--- config.mk ---
export PLATFORM = sky130hd
export DESIGN_NAME = gpu_prefetch_queue
export DESIGN_NICKNAME = d
export VERILOG_FILES = /design/src/rtl/gpu_prefetch_pkg.sv /design/src/rtl/pfq_pc_sub.sv /design/src/rtl/gpu_prefetch_queue.sv
export SDC_FILE = /design/constraint.sdc
export NUM_CORES = 1
export LEC_CHECK = 0
export BUFFER_PORTS_ARGS = -buffer_cell sky130_fd_sc_hd__buf_2
export CORE_ASPECT_RATIO = 1.25
export CORE_UTILIZATION = 32
export DETAILED_ROUTE_END_ITERATION = 10
export GPL_TIMING_DRIVEN = 0
export PLACE_DENSITY = 0.55
export SYNTH_ARGS = -nofsm -noshare
export SYNTH_HDL_FRONTEND = slang
export SYNTH_SLANG_ARGS = --single-unit
--- constraint.sdc ---
create_clock -name sys_clk -period 3.4 [get_ports sys_clk]
set_input_delay 0.85 -clock sys_clk [delete_from_list [all_inputs] [get_ports sys_clk]]
set_output_delay 0.85 -clock sys_clk [all_outputs]
set_load 0.05 [all_outputs]
--- src/rtl/gpu_prefetch_pkg.sv ---
// Shared constants and types for the GPU instruction prefetch queue.
// Latency: n/a (constants, types and a pointer helper only).
// Backpressure: n/a.
package gpu_prefetch_pkg;

  // Halfword address width (byte address bits 23..1).
  localparam int ADDR_W = 23;
  // Queue capacity in halfwords; even and no more than 6 so the count fits in 3 bits.
  localparam int DEPTH  = 4;
  // Width of the buffer index actually used to address storage.
  localparam int IDX_W  = $clog2(DEPTH);

  // Fetch FSM encoding.
  localparam logic [1:0] ST_IDLE  = 2'd0;
  localparam logic [1:0] ST_REQ   = 2'd1;
  localparam logic [1:0] ST_STALE = 2'd2;

  // Occupancy count and buffer pointers.
  typedef logic [2:0] qcnt_t;

  // Advance a circular-buffer pointer, wrapping modulo DEPTH.
  function automatic qcnt_t ptr_inc(input qcnt_t p);
    return (p == qcnt_t'(DEPTH - 1)) ? 3'd0 : p + 3'd1;
  endfunction

endpackage

--- src/rtl/pfq_pc_sub.sv ---
// Head-instruction PC: halfword fetch address minus queue occupancy.
// Latency: purely combinational; wraps modulo 2^ADDR_W.
// Backpressure: none.
// Ports: base (fetch address with skip folded into bit 0), count (halfwords held),
//        diff (address of the head instruction).
module pfq_pc_sub
  import gpu_prefetch_pkg::*;
(
  input  logic [ADDR_W-1:0] base,
  input  logic [2:0]        count,
  output logic [ADDR_W-1:0] diff
);

  assign diff = base - {{(ADDR_W-3){1'b0}}, count};

endmodule

--- src/rtl/gpu_prefetch_queue.sv ---
// Instruction prefetch queue: fetches 32-bit longwords, buffers 16-bit halfwords, presents head + PC.
// Latency: flush to mem_req 1 cycle; mem_ack to instr_valid 1 cycle; pc/instr combinational from state.
// Backpressure: a longword is only requested when room exists for both halfwords, so no overflow.
// Ports: sys_clk/resetl clock and async active-low reset; flush/jump_addr restart fetch;
//        mem_req/mem_addr/mem_ack/mem_data longword fetch handshake (data valid with ack);
//        instr/instr_valid/instr_pop decoder side; pc head address; qcount occupancy.
// Optional: GPU_PREFETCH_STATS_EN adds stall_count (pops seen while empty, saturating).
module gpu_prefetch_queue
  import gpu_prefetch_pkg::*;
(
  input  logic              sys_clk,
  input  logic              resetl,
  input  logic              flush,
  input  logic [ADDR_W-1:0] jump_addr,
  output logic              mem_req,
  output logic [ADDR_W-1:0] mem_addr,
  input  logic              mem_ack,
  input  logic [31:0]       mem_data,
  output logic [15:0]       instr,
  output logic              instr_valid,
  input  logic              instr_pop,
  output logic [ADDR_W-1:0] pc,
  output logic [2:0]        qcount
`ifdef GPU_PREFETCH_STATS_EN
  ,
  output logic [15:0]       stall_count
`endif
);

  logic [15:0]       buf_q [DEPTH];
  logic [1:0]        state;
  logic [ADDR_W-1:0] fetch_addr;
  logic              skip;
  qcnt_t             rd_ptr;
  qcnt_t             wr_ptr;

  logic              ack_take;
  logic              pop_take;
  qcnt_t             add_cnt;
  qcnt_t             q_next;
  logic [ADDR_W-1:0] next_fetch;
  logic [ADDR_W-1:0] flush_tgt;
  qcnt_t             wr_ptr_p1;

  // Acks only deliver data in REQ; in STALE the data belongs to an abandoned stream.
  assign ack_take   = (state == ST_REQ) && mem_ack && !flush;
  assign pop_take   = instr_pop && (qcount != 3'd0) && !flush;
  assign add_cnt    = ack_take ? (skip ? 3'd1 : 3'd2) : 3'd0;
  assign q_next     = qcount + add_cnt - {2'b00, pop_take};
  assign next_fetch = fetch_addr + {{(ADDR_W-2){1'b0}}, 2'd2};
  assign flush_tgt  = {jump_addr[ADDR_W-1:1], 1'b0};
  assign wr_ptr_p1  = ptr_inc(wr_ptr);

  assign instr       = buf_q[rd_ptr[IDX_W-1:0]];
  assign instr_valid = (qcount != 3'd0);

  // An odd target is fetched from the even longword; skip folds the +1 back into the PC.
  pfq_pc_sub u_pc_sub (
    .base  ({fetch_addr[ADDR_W-1:1], fetch_addr[0] | skip}),
    .count (qcount),
    .diff  (pc)
  );

  always_ff @(posedge sys_clk or negedge resetl) begin
    if (!resetl) begin
      state      <= ST_IDLE;
      mem_req    <= 1'b0;
      mem_addr   <= '0;
      fetch_addr <= '0;
      skip       <= 1'b0;
      qcount     <= 3'd0;
      rd_ptr     <= 3'd0;
      wr_ptr     <= 3'd0;
      for (int i = 0; i < DEPTH; i++) buf_q[i] <= '0;
    end else if (flush) begin
      qcount     <= 3'd0;
      rd_ptr     <= 3'd0;
      wr_ptr     <= 3'd0;
      fetch_addr <= flush_tgt;
      skip       <= jump_addr[0];
      case (state)
        ST_REQ: begin
          // The bus request cannot be withdrawn; reissue at the target only once it completes.
          if (mem_ack) mem_addr <= flush_tgt;
          else         state    <= ST_STALE;
        end
        ST_STALE: begin
          if (mem_ack) begin
            state    <= ST_REQ;
            mem_addr <= flush_tgt;
          end
        end
        default: begin
          state   <= ST_IDLE;
          mem_req <= 1'b0;
        end
      endcase
    end else begin
      qcount <= q_next;
      if (pop_take) rd_ptr <= ptr_inc(rd_ptr);
      case (state)
        ST_IDLE: begin
          if (qcount <= qcnt_t'(DEPTH - 2)) begin
            state    <= ST_REQ;
            mem_req  <= 1'b1;
            mem_addr <= fetch_addr;
          end
        end
        ST_REQ: begin
          if (ack_take) begin
            // High halfword sits at the lower address, so it enters the queue first.
            if (skip) begin
              buf_q[wr_ptr[IDX_W-1:0]] <= mem_data[15:0];
              wr_ptr                   <= wr_ptr_p1;
            end else begin
              buf_q[wr_ptr[IDX_W-1:0]]    <= mem_data[31:16];
              buf_q[wr_ptr_p1[IDX_W-1:0]] <= mem_data[15:0];
              wr_ptr                      <= ptr_inc(wr_ptr_p1);
            end
            skip       <= 1'b0;
            fetch_addr <= next_fetch;
            if (q_next <= qcnt_t'(DEPTH - 2)) begin
              mem_addr <= next_fetch;
            end else begin
              state   <= ST_IDLE;
              mem_req <= 1'b0;
            end
          end
        end
        ST_STALE: begin
          if (mem_ack) begin
            state    <= ST_REQ;
            mem_addr <= fetch_addr;
          end
        end
        default: begin
          state   <= ST_IDLE;
          mem_req <= 1'b0;
        end
      endcase
    end
  end

`ifdef GPU_PREFETCH_STATS_EN
  // Counts decoder pops that found the queue empty; saturates rather than wrapping.
  always_ff @(posedge sys_clk or negedge resetl) begin
    if (!resetl) begin
      stall_count <= 16'h0000;
    end else if (flush) begin
      stall_count <= 16'h0000;
    end else if (instr_pop && (qcount == 3'd0) && (stall_count != 16'hFFFF)) begin
      stall_count <= stall_count + 16'h0001;
    end
  end
`endif

endmodule

# Word level (Yosys, flattened, before mapping)
# Index checks and enable logic that the tools add are counted.
# Widths: inputs -> output; s select.
# op_classes
add_sub_neg	7
magnitude_cmp	7
n_eq_ne	15
muxes	51
bitwise	5
reduce_logical	19
# ops
op	n
$mux 23	10
$bwmux 64	3
$pmux 23 s3	1
$demux 16 s2	2
$mux 16	4
$mux 64	1
$bmux 16 s2	1
$mux 3	10
$add 23x2->23 const B	1
$sub 23x3->23	1
$mux 2	8
$ne 3x3->1 const B	4
$add 3x1->3 const B	3
$eq 3x2->1 const B	3
$ge 3x3->1 const B	3
$not 2->3	3
$mux 1	8
$ne 2x2->1 const B	4
$reduce_and 7->1	1
$le 3x2->1 const B	2
$logic_and 1x1->1	6
$lt 3x1->1 const B	2
$pmux 2 s3	1
$reduce_bool 2->1	3
other kinds (19)	19
# totals
ff_bits	123
in_bits	60
out_inout_bits	67

# Depth between registers and ports, before layout
# depth
ltp_word	11
depth_mapped	17

# Modules after synthesis
# From an unflattened synthesis, not the netlist that was laid out.
# hier_totals
cells_unflattened	972
area_unflattened_um2	8131.5
# modules_own_cells
module	n_inst	cells_per_inst	area_per_inst_um2
gpu_prefetch_queue	1	904	7617.3
pfq_pc_sub	1	68	514.2

# Least setup slack after synthesis
# No wires, ideal clock.
# synth_path
path_kind	flip-flop to output port
from	reg qcount[0]
to	out pc[22]
arrival_time_ns	3.002
required_time_ns	2.550
slack_ns	-0.452
stages_incl_launch_ff	9
cell_sequence	dfrtp_1 ha_1 inv_1 fa_1 a21o_1 or3_4 nor2b_1 nand3_1 xnor2_1
# synth_via
elab_chain_len	1
# synth_rtl
item	line	source
from (decl)	gpu_prefetch_queue.sv:23	output logic [2:0] qcount
from (signal assigned)	gpu_prefetch_queue.sv:99	qcount <= q_next;
$sub 23x3->23	pfq_pc_sub.sv:14	assign diff = base - {{(ADDR_W-3){1'b0}}, count};
to (decl)	gpu_prefetch_queue.sv:22	output logic [ADDR_W-1:0] pc,
# No other way between the ends.

# Worst setup path after layout
# layout_path
from	reg skip
to	out pc[14]
# layout_via
elab_chain_len	2
# layout_rtl
item	line	source
from (decl)	gpu_prefetch_queue.sv:33	logic skip;
from (signal assigned)	gpu_prefetch_queue.sv:80	skip <= jump_addr[0];
$or 1x1->1	gpu_prefetch_queue.sv:59	.base ({fetch_addr[ADDR_W-1:1], fetch_addr[0] | skip}),
$sub 23x3->23	pfq_pc_sub.sv:14	
# No other way between the ends.

==> qor.yml <==
run_status:
  run_status: "complete, but fails checks"
  violations: "negative setup slack"
yosys:
  syn-instance-count: 957
  synth.net_count: 1034
  yosys_warnings: 0
  top_count_cell_post_synth: "sky130_fd_sc_hd__dfrtp_1"
  yosysSeqAreaShare: 0.3738
  syn_area_sq_mm: 0.008167
  synth_edf_count: 0
  total_of_flip_flops_plus_latches_after_synthesis: 122
  synth-async-reset-ratio: 1.000
  synthFlopType: "sky130_fd_sc_hd__dfrtp_1"
  syn_area_per_cell_sq_um: 8.534
  synth_largest_type_area_fraction: 0.3738
  synth.cells.most_frequent: "sky130_fd_sc_hd__dfrtp_1 (122), sky130_fd_sc_hd__nor2_1 (117), sky130_fd_sc_hd__nand2_1 (99), sky130_fd_sc_hd__a31oi_1 (68)"
  synth.distinct_cells: 67
  post_synth_main_area_contributors: "sky130_fd_sc_hd__dfrtp_1 (37%), sky130_fd_sc_hd__a22oi_1 (6.0%), sky130_fd_sc_hd__nor2_1 (5.4%), sky130_fd_sc_hd__a31oi_1 (5.2%), sky130_fd_sc_hd__nand2_1 (4.6%)"
  synthDominantAreaCellType: "sky130_fd_sc_hd__dfrtp_1"
cts:
  holdBufCountCts: 0
  clock_tree.htree_level_count: 4
  cts.sinks: 122
  clkTransAtPathRegs_ns: 0.06
  cts_max_path_buffers: 2
  cts_root_cell: "sky130_fd_sc_hd__clkbuf_16"
  insertion_delay_ns: 0.43
  numCtsBuffers: 17
  tritoncts: "built"
run:
  max_cap_viol_count: 0
sta:
  setup_viol: 8
  final.setup_skew_ns: 0.01515
  timing.final.hold_violations: 0
  tightest_slew_ns: 0.8396
  timing.slew.headroom: 0.4402
  final_ws_setup_ns: -0.1194
  fin_crit_ns: 3.519
  finalCritPeriodShare: 1.035
  drv_slew: 0
  finalSetupTns_ns: -0.5228
  unrepaired_setup_endpoints_after_global_routing: "yes"
  highest_clock_frequency_the_design_can_meet_mhz: 284.1
worst_setup_path:
  crit_path_max_fanout: 4
  worstSetupEndpointType: "output port"
  worstSetupStartpointType: "register"
  worst-endpoint-arrival_ns: 2.67
  cp_data_required_time_ns: 2.55
  timing_worst_setup_path_type: "reg2out"
placed_design:
  portBuffers: 110
  dp_hpwl_microns: 20690
  placement.setup.worst_slack_ns: -0.7748
  routabilityCongestion: 0.9056
hold_path:
  hold_class: "in2async"
grt:
  number_of_antenna_violations_at_the_first_check_in_global_routing: 1
  grtUsageTotal: 0.2248
  grt_first_pass_wirelength_microns: 43800
  overflow: 0
  first_global_vias: 7602
  grt_max_degree: 89
route:
  wl_per_cell_microns: 19.97
  detail_route.iter0.violations: 442
  drt_pre_antenna_iters: 5
  drc: 0
  antenna_violation_net_count_after_detailed_routing: 0
  route.vias.total: 7913
  drt-total-wl_microns: 28910
  vias_per_cell: 5.465
floorplan:
  die_area_sq_mm: 0.02617
  fp-row-count: 65
  pin_count: 127
  dieWidth_microns: 144.9
  initial_core_util: 0.3250
  core_region_area_sq_mm: 0.02513
  die_h_microns: 180.6
layout:
  nets: 1177
  post_route_cells_drive_above_1_share: 0.2489
  diodes: 0
  fillers: 2544
  areaGrowthSynthToFinish_pct: 27.62
power:
  vdd_drop_max_mv: 0.3704
  leakage_power_uw: 0.004359
  power_density_mw_per_mm2: 819.1
-- stage by stage --
step | hold slack [ns] | util | instance area (sq um) | cells | power (uW)
after floorplan | 0.4446 | - | 8342 | 957 | 5230
after global placement | 0.4575 | 0.3705 | 9311 | 1402 | 6286
after detailed placement | 0.4661 | 0.3719 | 9345 | 1403 | 6320
after CTS | 0.3293 | 0.4057 | 10200 | 1441 | 8391
after global routing | 0.3347 | 0.4147 | 10420 | 1448 | 8979
final | 0.3253 | 0.4147 | 10420 | 1448 | 8537
-- layout by cell type, fill, tap and decap left out, drive strengths merged, types with 5 or more instances in the layout --
master and count:
a21o 5, a21oi 32, a22oi 65, a31oi 68, and2 7, and3 7
buf 167, clkbuf 85, dfrtp 122, ha 15, inv 20, mux2 9
mux2i 11, mux4 16, nand2 100, nand2b 5, nand3 17, nand4 12
nor2 117, nor2b 12, nor3 17, nor4 8, o21ai 75, o31ai 6
or3 9, xnor2 27, xor2 24
-- kinds of logic after synthesis --
| logic type | synth area share |
|---|---|
| adder cells (fa/ha/maj) | 0.02788 |
| flip-flops | 0.3738 |
| AO/OA/AOI/OAI | 0.2185 |
| XOR/XNOR | 0.05761 |
| buffers and inverters | 0.06435 |
| multiplexers | 0.07002 |
| AND/OR/NAND/NOR | 0.1878 |
-- worst paths after layout --
check | from | end | slack, ns | cells after the start
max | skip | pc[14] | -0.12 | 10
min | resetl | mem_addr[8] | 0.33 | 1
max reg2reg | qcount[0] | mem_addr[21] | -0.04 | 16
min reg2reg | buf_q[5] | buf_q[5] | 0.47 | 2
max in group asynchronous | resetl | qcount[2] | 2.27 | 2
min in group sys_clk | buf_q[5] | buf_q[5] | 0.47 | 2
-- per-layer routing --
layer  wire (microns)  vias to the layer above  global-route usage  part of all wire
met2            15000                      326              0.3946              0.52
met4              651                        0             0.08295             0.023
met1            11370                     3820              0.2691              0.39
met5                0                        -                   0                 0
met3             1884                       46             0.04039             0.065
li1                 -                     3721                   -                 -
-- sequential cells by signal, indices dropped and copies added (netlist names) --
| register | count |
|---|---|
| skip | 1 |
| qcount | 3 |
| buf_q | 64 |
| wr_ptr | 3 |
| state | 2 |
| fetch_addr | 22 |
| mem_req | 1 |
| rd_ptr | 3 |
| mem_addr | 23 |
-- worst max-delay path, cell delays in order, from the launching register on --
cell and delay, ns:
sky130_fd_sc_hd__dfrtp_2 0.41, sky130_fd_sc_hd__inv_2 0.08, sky130_fd_sc_hd__ha_4 0.13, sky130_fd_sc_hd__inv_2 0.03, sky130_fd_sc_hd__fa_2 0.34, sky130_fd_sc_hd__a21o_1 0.20
sky130_fd_sc_hd__or3_4 0.39, sky130_fd_sc_hd__nand2b_4 0.21, sky130_fd_sc_hd__nor2_4 0.14, sky130_fd_sc_hd__xor2_4 0.16, sky130_fd_sc_hd__buf_8 0.16
-- layout make-up --
class                   count  area, sq um  area share
well taps                 335        419.2     0.04022
inverters                  20        77.57    0.007443
multi-input cells         708         4946      0.4745
flip-flops and latches    122         3059      0.2935
clock buffers              21        460.4     0.04418
plain buffers             106        533.0     0.05114
repair buffers            125        758.2     0.07275
clock inverters            11        168.9     0.01621
-- timing repair --
action / CTS / global route
endpoints found under the setup margin: 50 / 36
resized for setup: 51 / 44
setup buffers: 7 / 7
pin swaps: 6 / 10
-- report_power, final --
part	total, uW	internal (uW)	switching, uW
registers	2150	1880	266
logic	4420	1420	2990
clock network	1970	1260	709
(Power assumes the default switching activity.)
